### config.mk
export PLATFORM = sky130hd
export DESIGN_NAME = mult_hilo_ctrl
export DESIGN_NICKNAME = d
export VERILOG_FILES = /design/src/rtl/mult_hilo_ctrl.sv
export SDC_FILE = /design/constraint.sdc
export NUM_CORES = 1
export LEC_CHECK = 0
export BUFFER_PORTS_ARGS = -buffer_cell sky130_fd_sc_hd__buf_2
export CELL_PAD_IN_SITES_DETAIL_PLACEMENT = 0
export CELL_PAD_IN_SITES_GLOBAL_PLACEMENT = 2
export CORE_MARGIN = 2
export CORE_UTILIZATION = 32
export DETAILED_ROUTE_END_ITERATION = 16
export GPL_TIMING_DRIVEN = 1
export HOLD_SLACK_MARGIN = 0.08
export PLACE_DENSITY = 0.81
export SKIP_LAST_GASP = 1
export SLEW_MARGIN = 20
export SYNTH_ARGS = -nofsm -noshare
export SYNTH_HDL_FRONTEND = slang
export SYNTH_SLANG_ARGS = --single-unit
### constraint.sdc
create_clock -name clk -period 3.5 [get_ports clk]
set_input_delay 0.7 -clock clk [delete_from_list [all_inputs] [get_ports clk]]
set_output_delay 0.7 -clock clk [all_outputs]
set_load 0.02 [all_outputs]
### src/rtl/mult_hilo_ctrl.sv
// Iterative HI/LO multiply sequencer for the MIPS core: MULT/MULTU, MFHI/MFLO, MTHI/MTLO.
// Retires BITS_PER_CYCLE multiplier bits per cycle and stalls the pipeline while a product is in flight.
module mult_hilo_ctrl #(
    parameter int BITS_PER_CYCLE = 1
) (
    input  logic        clk,
    input  logic        rst_n,
    input  logic        start,
    input  logic        is_signed,
    input  logic [31:0] op_a,
    input  logic [31:0] op_b,
    input  logic        abort,
    input  logic        rd_hi,
    input  logic        rd_lo,
    input  logic        wr_hi,
    input  logic        wr_lo,
    input  logic [31:0] wr_data,
    output logic [31:0] rd_data,
    output logic [31:0] hi,
    output logic [31:0] lo,
    output logic        busy,
    output logic        stall,
    output logic        done
);

    localparam int         B      = BITS_PER_CYCLE;
    localparam int         N      = 32 / B;
    localparam logic [5:0] N_INIT = 6'(N);

    typedef enum logic [1:0] {
        ST_IDLE = 2'd0,
        ST_CALC = 2'd1,
        ST_FIX  = 2'd2
    } state_t;

    state_t      state_r;
    logic [63:0] acc_r;
    logic [63:0] mcand_r;
    logic [31:0] mplier_r;
    logic [5:0]  cnt_r;
    logic        sign_r;
    logic [31:0] hi_r;
    logic [31:0] lo_r;
    logic        busy_r;
    logic        done_r;

    logic [63:0] partial_s;
    logic [63:0] product_s;
    logic [31:0] rd_data_s;
    logic        stall_s;

    // |0x80000000| stays 0x80000000 when read as unsigned, so no overflow case is needed.
    function automatic logic [31:0] magnitude(input logic [31:0] value, input logic signed_op);
        logic [31:0] result;
        if (signed_op && value[31]) begin
            result = ~value + 32'd1;
        end else begin
            result = value;
        end
        return result;
    endfunction

    // Partial product of the pre-shifted multiplicand and the next B multiplier bits.
    always_comb begin
        partial_s = mcand_r * 64'(mplier_r[B-1:0]);
    end

    // Final product with the sign restored.
    always_comb begin
        if (sign_r) begin
            product_s = ~acc_r + 64'd1;
        end else begin
            product_s = acc_r;
        end
    end

    // Zero-latency MFHI/MFLO read port; HI wins when both are requested.
    always_comb begin
        if (rd_hi) begin
            rd_data_s = hi_r;
        end else begin
            rd_data_s = lo_r;
        end
    end

    // Hold any HI/LO consumer or new issue while a multiply is in flight.
    always_comb begin
        stall_s = busy_r & (start | rd_hi | rd_lo | wr_hi | wr_lo);
    end

    // Sequencer FSM with the architectural HI/LO registers and status outputs.
    always_ff @(posedge clk or negedge rst_n) begin
        if (!rst_n) begin
            state_r  <= ST_IDLE;
            acc_r    <= 64'd0;
            mcand_r  <= 64'd0;
            mplier_r <= 32'd0;
            cnt_r    <= 6'd0;
            sign_r   <= 1'b0;
            hi_r     <= 32'd0;
            lo_r     <= 32'd0;
            busy_r   <= 1'b0;
            done_r   <= 1'b0;
        end else begin
            done_r <= 1'b0;
            case (state_r)
                ST_IDLE: begin
                    if (wr_hi) begin
                        hi_r <= wr_data;
                    end
                    if (wr_lo) begin
                        lo_r <= wr_data;
                    end
                    if (start && !abort) begin
                        mcand_r  <= {32'd0, magnitude(op_a, is_signed)};
                        mplier_r <= magnitude(op_b, is_signed);
                        sign_r   <= is_signed & (op_a[31] ^ op_b[31]);
                        acc_r    <= 64'd0;
                        cnt_r    <= N_INIT;
                        busy_r   <= 1'b1;
                        state_r  <= ST_CALC;
                    end
                end
                ST_CALC: begin
                    if (abort) begin
                        busy_r  <= 1'b0;
                        state_r <= ST_IDLE;
                    end else begin
                        acc_r    <= acc_r + partial_s;
                        mcand_r  <= mcand_r << B;
                        mplier_r <= mplier_r >> B;
                        cnt_r    <= cnt_r - 6'd1;
                        if (cnt_r == 6'd1) begin
                            state_r <= ST_FIX;
                        end
                    end
                end
                ST_FIX: begin
                    busy_r  <= 1'b0;
                    state_r <= ST_IDLE;
                    if (!abort) begin
                        hi_r   <= product_s[63:32];
                        lo_r   <= product_s[31:0];
                        done_r <= 1'b1;
                    end
                end
                default: begin
                    busy_r  <= 1'b0;
                    state_r <= ST_IDLE;
                end
            endcase
        end
    end

    assign rd_data = rd_data_s;
    assign stall   = stall_s;
    assign hi      = hi_r;
    assign lo      = lo_r;
    assign busy    = busy_r;
    assign done    = done_r;

endmodule

Yosys cells after proc, flatten, opt, wreduce, memory -nomap -nowiden:

Index checks and enable logic that the tools add are counted.

* register bits: 235
* bits in latches: 0
* RAM bits: 0
* memory bits (read-only): 0
* bits of input ports: 105
* output and inout port bits: 99
* logic and storage cells: 80
* memories kept: 0

* add/sub/neg operators: 5
* multiply operators: 1
* divide/modulo/power cells: 0
* $lt $le $gt $ge: 0
* equality and inequality tests: 10
* shifts and indexed selects: 0
* multiplexer cells: 31
* bitwise gates (word level): 10
* reductions and logical operators: 13

Operator list (number)
* 64-bit 2-to-1 mux: 5
* 32-bit 2-to-1 mux: 9
* 64-bit case mux with 2 select lines: 2
* 32-bit case mux with 2 select lines: 3
* 32-bit by 1-bit adder with 32-bit output, second input constant: 2
* 64-bit by 1-bit adder with 64-bit output, second input constant: 1
* 64-bit adder: 1
* 64-bit by 1-bit multiplier with 64-bit output: 1
* 32-bit NOT: 2
* 64-bit NOT: 1
* 6-bit 2-to-1 mux: 2
* 2-bit inequality test, second input constant: 6
* 6-bit case mux with 2 select lines: 1
* 3-bit AND reduction: 3
* 6-bit by 1-bit == test with 1-bit output, second input constant: 1
* 2-bit 2-to-1 mux: 3
* 2-bit AND reduction: 3
* 6-bit by 1-bit subtractor with 6-bit output, second input constant: 1
* 1-bit 2-to-1 mux: 4
* 1-bit OR: 4
* 2-bit case mux with 2 select lines: 1
* 2-bit nonzero test: 2
* 1-bit logical AND: 3
* 3-bit inequality test, second input constant: 1
* other kinds (7): 8

Longest topological paths before layout:

Gate-level depths: netlist of the first run.

* word-level depth: 5
* gate-level depth with buffers: 18
* mapped depth without buffers: 16

Worst setup path after synthesis of the first run:

OpenSTA, ideal clock, no wires.

* path type: flip-flop to flip-flop
* from: reg mplier_r[0]
* to: reg acc_r[56]
* setup time: 0.071 ns
* data arrival time: 3.549 ns
* data required time: 3.429 ns
* setup slack: -0.120 ns
* stages on the path, launching flop included: 18
* buffers on the path: 2
* period minus slack after synthesis: 3.620 ns
* path through: dfrtp_1 > clkbuf_1 > clkbuf_1 > and2_1 > ha_1 > inv_1 > fa_1 > nor2b_1 > o211ai_1 > a211oi_1 > o21bai_1 > a21oi_1 > o211ai_1 > a21oi_1 > a221oi_1 > o31a_1 > or4_1 > nand4_1

* cells in the longest elaborated chain, start to end: 4

RTL lines
* start, declared: RTL line 39 `logic [31:0] mplier_r;`
* start signal, assigned: RTL line 116 `mplier_r <= magnitude(op_b, is_signed);`
* start signal, assigned: RTL line 131 `mplier_r <= mplier_r >> B;`
* 64-bit by 1-bit multiplier with 64-bit output: RTL line 65 `partial_s = mcand_r * 64'(mplier_r[B-1:0]);`
* 64-bit adder: RTL line 129 `acc_r <= acc_r + partial_s;`
* 64-bit 2-to-1 mux: RTL line 125 `if (abort) begin`
* 64-bit case mux with 2 select lines: RTL line 106 `case (state_r)`
* end signal, assigned: RTL line 129
* end, declared: RTL line 37 `logic [63:0] acc_r;`

Every way passes these cells. The select of a mux whose other input is x is not followed.
A chain may end at the register's enable or synchronous reset.

Worst setup path after layout of the first run:

Same ends and word-level chain as after synthesis.

==> impl_metrics.tcl, run 1 <==
set metrics [dict create \
    startpoint "mplier_r[0]$_DFFE_PN0P_" \
    finalSetupTns_ns -0.157 \
    synth_area_leaders "dfrtp_1, o21ai_0, nand2_1" \
    post-synth-top-area-cell "dfrtp_1" \
    postSynthAreaPerCell_um2 8.24 \
    grt_max_degree 87 \
    worst-setup-path-type "register to register" \
    drtIter0Drc 869 \
    synthFlopType "dfrtp_1" \
    hold_path_class "primary input to asynchronous set/reset pin" \
    cts_tree "done" \
    timing.fmax_ghz 0.279 \
    finalWeightedCongestion 0.880 \
    dp_hpwl_um 42900 \
    grt_pass1_vias 15500 \
    finalNetCount 2566 \
    worstReg2RegStart "mplier_r[0]$_DFFE_PN0P_" \
    ys_types 65 \
    path_cells "buf_6 > buf_12 > buf_12 > and2_1 > ha_4 > nand4_1 > or2_4 > o31ai_2 > nor3_1 > a21oi_1 > buf_4 > a221oi_4 > o31a_1 > or4_1 > nand4_1" \
    slowest_delay_ns 0.49 \
    cts_buffers 28 \
    rsz0062_at_grt "true" \
    dr.pass1.iters 5 \
    finClkSkew_ns 0.0203 \
    crit_arrival_ns 4.07 \
    synth_warnings 0 \
    initial_utilization 0.322 \
    worst_pin_slew_ns 0.887 \
    synth.most_common_cell "nand2_1" \
    grt_first_pass_wirelength_um 86600 \
    slew-limit-headroom 0.407 \
    ys_seq_elements 235 \
    async_reset_ff_frac 1.00 \
    r2r_slack_ns -0.08 \
    hold_viol_final 0 \
    crit_path_max_fanout 18 \
    detail_route.wirelength_um 54800 \
    critPathBufInv 4 \
    cts_sinks 235 \
    cts_buffer_depth 3 \
    setup_viol 5 \
    r2r-end "acc_r[56]$_DFFE_PN0P_" \
    h-tree-depth 1 \
    ys_seq_area_frac 0.357 \
    synthTopCellsByCount "nand2_1, dfrtp_1, o21ai_0" \
    avgRoutedWirePerCell_um 17.7 \
    total_power_uw 11300 \
    boundaryPins 204 \
    status "finished with violations" \
    cts_root_buf "clkbuf_16" \
    viasPerCell 5.12 \
    core_area_mm2 0.0511 \
    post-route-period-util 1.02 \
    clk_latency_ns 0.56 \
    slowest_stage "or4_1" \
    synth_top_area_share 0.357 \
    syn_area_mm2 0.0165 \
    drv_slew 0 \
    reg2reg_depth 15 \
    path_clk_slew_ns 0.06 \
    rows 83 \
    failed_checks "negative setup slack" \
    required_ns 3.99 \
    portBuffers 203 \
    maxCapViolations 0 \
    dieWidth_um 231 \
    crit_family "simple AND/OR/NAND/NOR gates" \
    p_per_area_mw_per_mm2 516 \
    grt_overflow 0 \
    finalCriticalPeriod_ns 3.58 \
    synth-edff-count 0 \
    die_y_um 231 \
    track_usage 0.203 \
    area_growth_pct 33.6 \
    drtAntennaViolNets 0 \
    setup_slack_ns -0.0786 \
    end_kind "register" \
    peakVddDrop_v 0.000372 \
    fillerInstances 5124 \
    syn_nets 2171 \
    drive_above_1_share 0.295 \
    start_kind "register" \
    vias 15900 \
    p_leak_uw 0.00998 \
    synthCells 1997 \
    drc 0 \
    crit_path_end "acc_r[56]$_DFFE_PN0P_" \
    antenna_found_initial 10 \
    die-area_mm2 0.0532 \
    critical_path_depth 15 \
]
-- area by class of cell --
class	count	area (um2)	share of cell area
multi-input combinational	1615	10900	0.494
sequential	235	5880	0.268
timing repair buffer	485	3300	0.150
tap	680	851	0.0387
clock buffer	40	837	0.0381
clock inverter	12	131	0.00597
inverter	27	101	0.00461
antenna	7	17.5	0.000797
-- stage by stage --
step                      hold slack [ns]  setup WS [ns]  cells  utilization  instance area [um2]
after floorplan                     0.404         0.0226   1997            -                16500
after global placement              0.467         -0.442   3016        0.389                19900
after detailed placement            0.474         -0.526   3016        0.389                19900
after CTS                           0.129         -0.124   3081        0.422                21600
after global routing                0.158         -0.204   3097        0.430                22000
final                              0.0942        -0.0786   3101        0.430                22000
-- repair_timing --
item,in CTS,in global routing
hold buffers,0,0
buffers inserted,12,13
endpoints found under the setup margin,24,26
resized for setup,110,63
pin swaps,53,60
gates cloned,1,0
-- layout by cell type (no fill, tap or decap), drive strengths merged, types with 8 or more instances in the layout --
master | synthesis | final
a21o | 41 | 41
a21oi | 123 | 123
a22oi | 58 | 58
and2 | 74 | 74
and3 | 11 | 11
buf | 7 | 484
clkbuf | 113 | 40
dfrtp | 235 | 235
ha | 68 | 68
inv | 27 | 30
mux2 | 32 | 32
nand2 | 301 | 301
nand2b | 18 | 18
nand3 | 20 | 20
nand4 | 21 | 21
nor2 | 154 | 154
nor2b | 14 | 14
nor3 | 23 | 23
nor4 | 15 | 15
o211ai | 8 | 8
o21ai | 239 | 239
o21bai | 13 | 13
o31ai | 69 | 69
o41ai | 18 | 18
or2 | 13 | 13
or3 | 16 | 16
or4 | 16 | 16
xnor2 | 106 | 106
xor2 | 75 | 75
-- state kept, by name (all words and copies together), names as in the netlist --
register  cells
mplier_r     32
cnt_r         6
mcand_r      64
acc_r        64
busy          1
state_r       2
done          1
sign_r        1
lo           32
hi           32
-- layer usage --
| layer | GRT usage | share of wire |
|---|---|---|
| met5 | 0 | 0.0010 |
| met2 | 0.307 | 0.42 |
| met4 | 0.0734 | 0.035 |
| met1 | 0.290 | 0.49 |
| met3 | 0.0332 | 0.058 |
-- report_power, final --
group,internal [uW],switching [uW]
clock network,1820,1210
registers,3180,463
logic,2160,2510
-- worst min path at each step --
stage                                 start                      end  slack [ns]  depth (start not counted)
finish                                rst_n        lo[8]$_DFFE_PN0P_        0.09                          1
global route                          rst_n       hi[11]$_DFFE_PN0P_        0.16                          1
CTS                                   rst_n       hi[11]$_DFFE_PN0P_        0.13                          1
detailed placement  mcand_r[63]$_DFFE_PN0P_  mcand_r[63]$_DFFE_PN0P_        0.47                          2
global placement    mcand_r[63]$_DFFE_PN0P_  mcand_r[63]$_DFFE_PN0P_        0.47                          2
floorplan                             rst_n     acc_r[0]$_DFFE_PN0P_        0.40                          0
-- logic make-up (layout without fill, tap and decap cells) --
logic type	after synthesis	in the layout	share of synthesized area
XOR/XNOR	181	181	0.0963
multiplexers	33	33	0.0225
AO/OA/AOI/OAI	625	625	0.235
adder cells (fa/ha/maj)	69	69	0.0529
flip-flops	235	235	0.357
other	0	7	0
buffers and inverters	147	564	0.0336
AND/OR/NAND/NOR	707	707	0.202
No activity file was read; power rests on OpenSTA's default activity.
==> run 2: changes to the inputs <==
REMOVE_ABC_BUFFERS = 1   (was unset)
SKIP_LAST_GASP = unset   (was 1)
==> run 2 against run 1 <==
  * The run still ends with negative setup slack left
  * Sequential power about the same
  * Flip-flop and latch count unchanged
  * Setup slack lost 0.056 ns
  * Maximum frequency shrank 1.5%
  * Sequential share of layout area shrank 0.59 points
  * Clock power rose by 14%
  * Cell count rose by 0.29%
  * Worst hold slack better by 0.32 ns
  * Routed wire length grew 3.6%
  * Cell area up 2.3%
  * Die area stayed put
  * Global-route usage rose by 0.72 points
  * Critical path type unchanged
  * Largest cell class unchanged
==> impl_metrics.tcl, run 2 (synthesis results as in run 1) <==
set metrics [dict create \
    finalCriticalPeriod_ns 3.63 \
    min_from "is_signed" \
    finalNetCount 2582 \
    timing.fmax_ghz 0.275 \
    path_cells "buf_12 > buf_4 > and2_4 > ha_4 > buf_4 > and3_4 > and3_4 > a32oi_1 > o211ai_1 > a41oi_2 > buf_4 > o21ai_4 > buf_6 > a21oi_4 > buf_4 > buf_6 > o21bai_4 > a41oi_2 > xnor2_2 > a21oi_1 > o22ai_1" \
    p_per_area_mw_per_mm2 531 \
    maxCapViolations 0 \
    path_clk_slew_ns 0.06 \
    cts_buffer_depth 3 \
    dp_hpwl_um 43600 \
    worst_pin_slew_ns 0.900 \
    total_power_uw 12000 \
    portBuffers 203 \
    end_kind "register" \
    register_area_mm2 0.00589 \
    hold_viol_final 0 \
    antenna_found_initial 0 \
    setup_slack_ns -0.135 \
    avgRoutedWirePerCell_um 18.3 \
    drtIter0Drc 979 \
    drtAntennaViolNets 0 \
    h-tree-depth 1 \
    rsz0062_at_grt "true" \
    viasPerCell 5.19 \
    drv_slew 0 \
    wl_met3_um 3110 \
    fillerInstances 5046 \
    track_usage 0.210 \
    grt_first_pass_wirelength_um 89400 \
    finalSetupTns_ns -0.550 \
    slew-limit-headroom 0.400 \
    failed_checks "negative setup slack" \
    final_common_cell "nand2_1" \
    startpoint "mplier_r[0]$_DFFE_PN0P_" \
    status "finished with violations" \
    initial_utilization 0.322 \
    slowest_delay_ns 0.41 \
    vias 16100 \
    layout_common_cells "nand2_1, buf_4, dfrtp_1, o21ai_0, buf_2" \
    grt_overflow 0 \
    worstReg2RegStart "mplier_r[0]$_DFFE_PN0P_" \
    antenna_cells 0 \
    area_growth_pct 36.7 \
    top_layer "met4" \
    cts_root_buf "clkbuf_16" \
    finClkSkew_ns 0.0308 \
    grt_pass1_vias 16000 \
    grt_max_degree 94 \
    top_regs "acc_r (64), mcand_r (64)" \
    dp_slack_ns -0.385 \
    hold_path_class "primary input to register" \
    core_area_mm2 0.0511 \
    cts_tree "done" \
    finalWeightedCongestion 0.893 \
    cts_sinks 235 \
    rows 83 \
    crit_arrival_ns 4.11 \
    dieWidth_um 231 \
    cts_buffers 29 \
    detail_route.wirelength_um 56800 \
    worst-setup-path-type "register to register" \
    slowest_stage "dfrtp_1" \
    clk_latency_ns 0.58 \
    p_leak_uw 0.0101 \
    multiInputGateArea_mm2 0.0111 \
    die-area_mm2 0.0532 \
    required_ns 3.98 \
    dpl_cell_area_mm2 0.0199 \
    crit_path_max_fanout 9 \
    drc 0 \
    critPathBufInv 7 \
    dr_wl_met2_um 25400 \
    post-route-period-util 1.04 \
    crit_family "compound AO/OA/AOI/OAI gates" \
    dr.pass1.iters 5 \
    fin_area_mm2 0.0225 \
    boundaryPins 204 \
    setup_viol 9 \
    worst_path_most_repeated_cell "buf_4" \
    drt-met1-wl_um 26900 \
    drive_above_1_share 0.315 \
    peakVddDrop_v 0.000510 \
    start_kind "register" \
    die_y_um 231 \
]
run 2: power breakdown:
| group | internal (uW) | total, uW | leakage [uW] | switching, uW |
|---|---|---|---|---|
| clock network | 2200 | 3430 | 0.000544 | 1230 |
| registers | 3180 | 3670 | 0.00304 | 484 |
| logic | 2250 | 4860 | 0.00654 | 2610 |
run 2: final timing paths:
path	endpoint	slack (ns)	depth (start not counted)
hold reg to reg	mcand_r[50]$_DFFE_PN0P_	0.50	2
setup / recovery	acc_r[63]$_DFFE_PN0P_	-0.13	21
max in group asynchronous	acc_r[2]$_DFFE_PN0P_	2.04	3
hold / removal	sign_r$_DFFE_PN0P_	0.42	3
setup reg to reg	acc_r[63]$_DFFE_PN0P_	-0.13	21
min in group asynchronous	hi[19]$_DFFE_PN0P_	0.55	2
run 2: what timing repair did:
action	4_1_cts	5_1_grt
resized for setup	96	129
pin swaps	46	69
setup endpoints to repair	18	37
endpoints found under the hold margin	16	0
setup buffers	23	27
gates cloned	1	0
hold buffers	1	0
run 2: layout make-up:
cell class | instances | area share
Clock buffer | 38 | 0.0373
Multi-Input combinational cell | 1615 | 0.495
Sequential cell | 235 | 0.262
Tap cell | 680 | 0.0378
Clock inverter | 15 | 0.0119
Inverter | 27 | 0.00450
Timing Repair Buffer | 500 | 0.151
run 2: metal layers:
metal,vias to the layer above,GRT usage
li1,7936,-
met1,7705,0.294
met2,415,0.335
met3,70,0.0322
met4,0,0.0585
met5,-,0
run 2: worst register-to-register path: stages (launching register included):
cell      delay (ns)
dfrtp_1         0.41
buf_12          0.15
buf_4           0.16
and2_4          0.17
ha_4            0.21
buf_4           0.16
and3_4          0.19
and3_4          0.18
a32oi_1         0.21
o211ai_1        0.15
a41oi_2         0.17
buf_4           0.16
o21ai_4         0.06
buf_6           0.12
a21oi_4         0.19
buf_4           0.14
buf_6           0.09
o21bai_4        0.07
a41oi_2         0.18
xnor2_2         0.15
a21oi_1         0.08
o22ai_1         0.12
run 2: per-stage QoR:
stage | cells | util | hold WS [ns]
finish | 3110 | 0.440 | 0.418
global route | 3110 | 0.440 | 0.426
CTS | 3086 | 0.425 | 0.393
detailed placement | 3010 | 0.389 | 0.491
global placement | 3010 | 0.389 | 0.478
floorplan | 1877 | - | 0.404
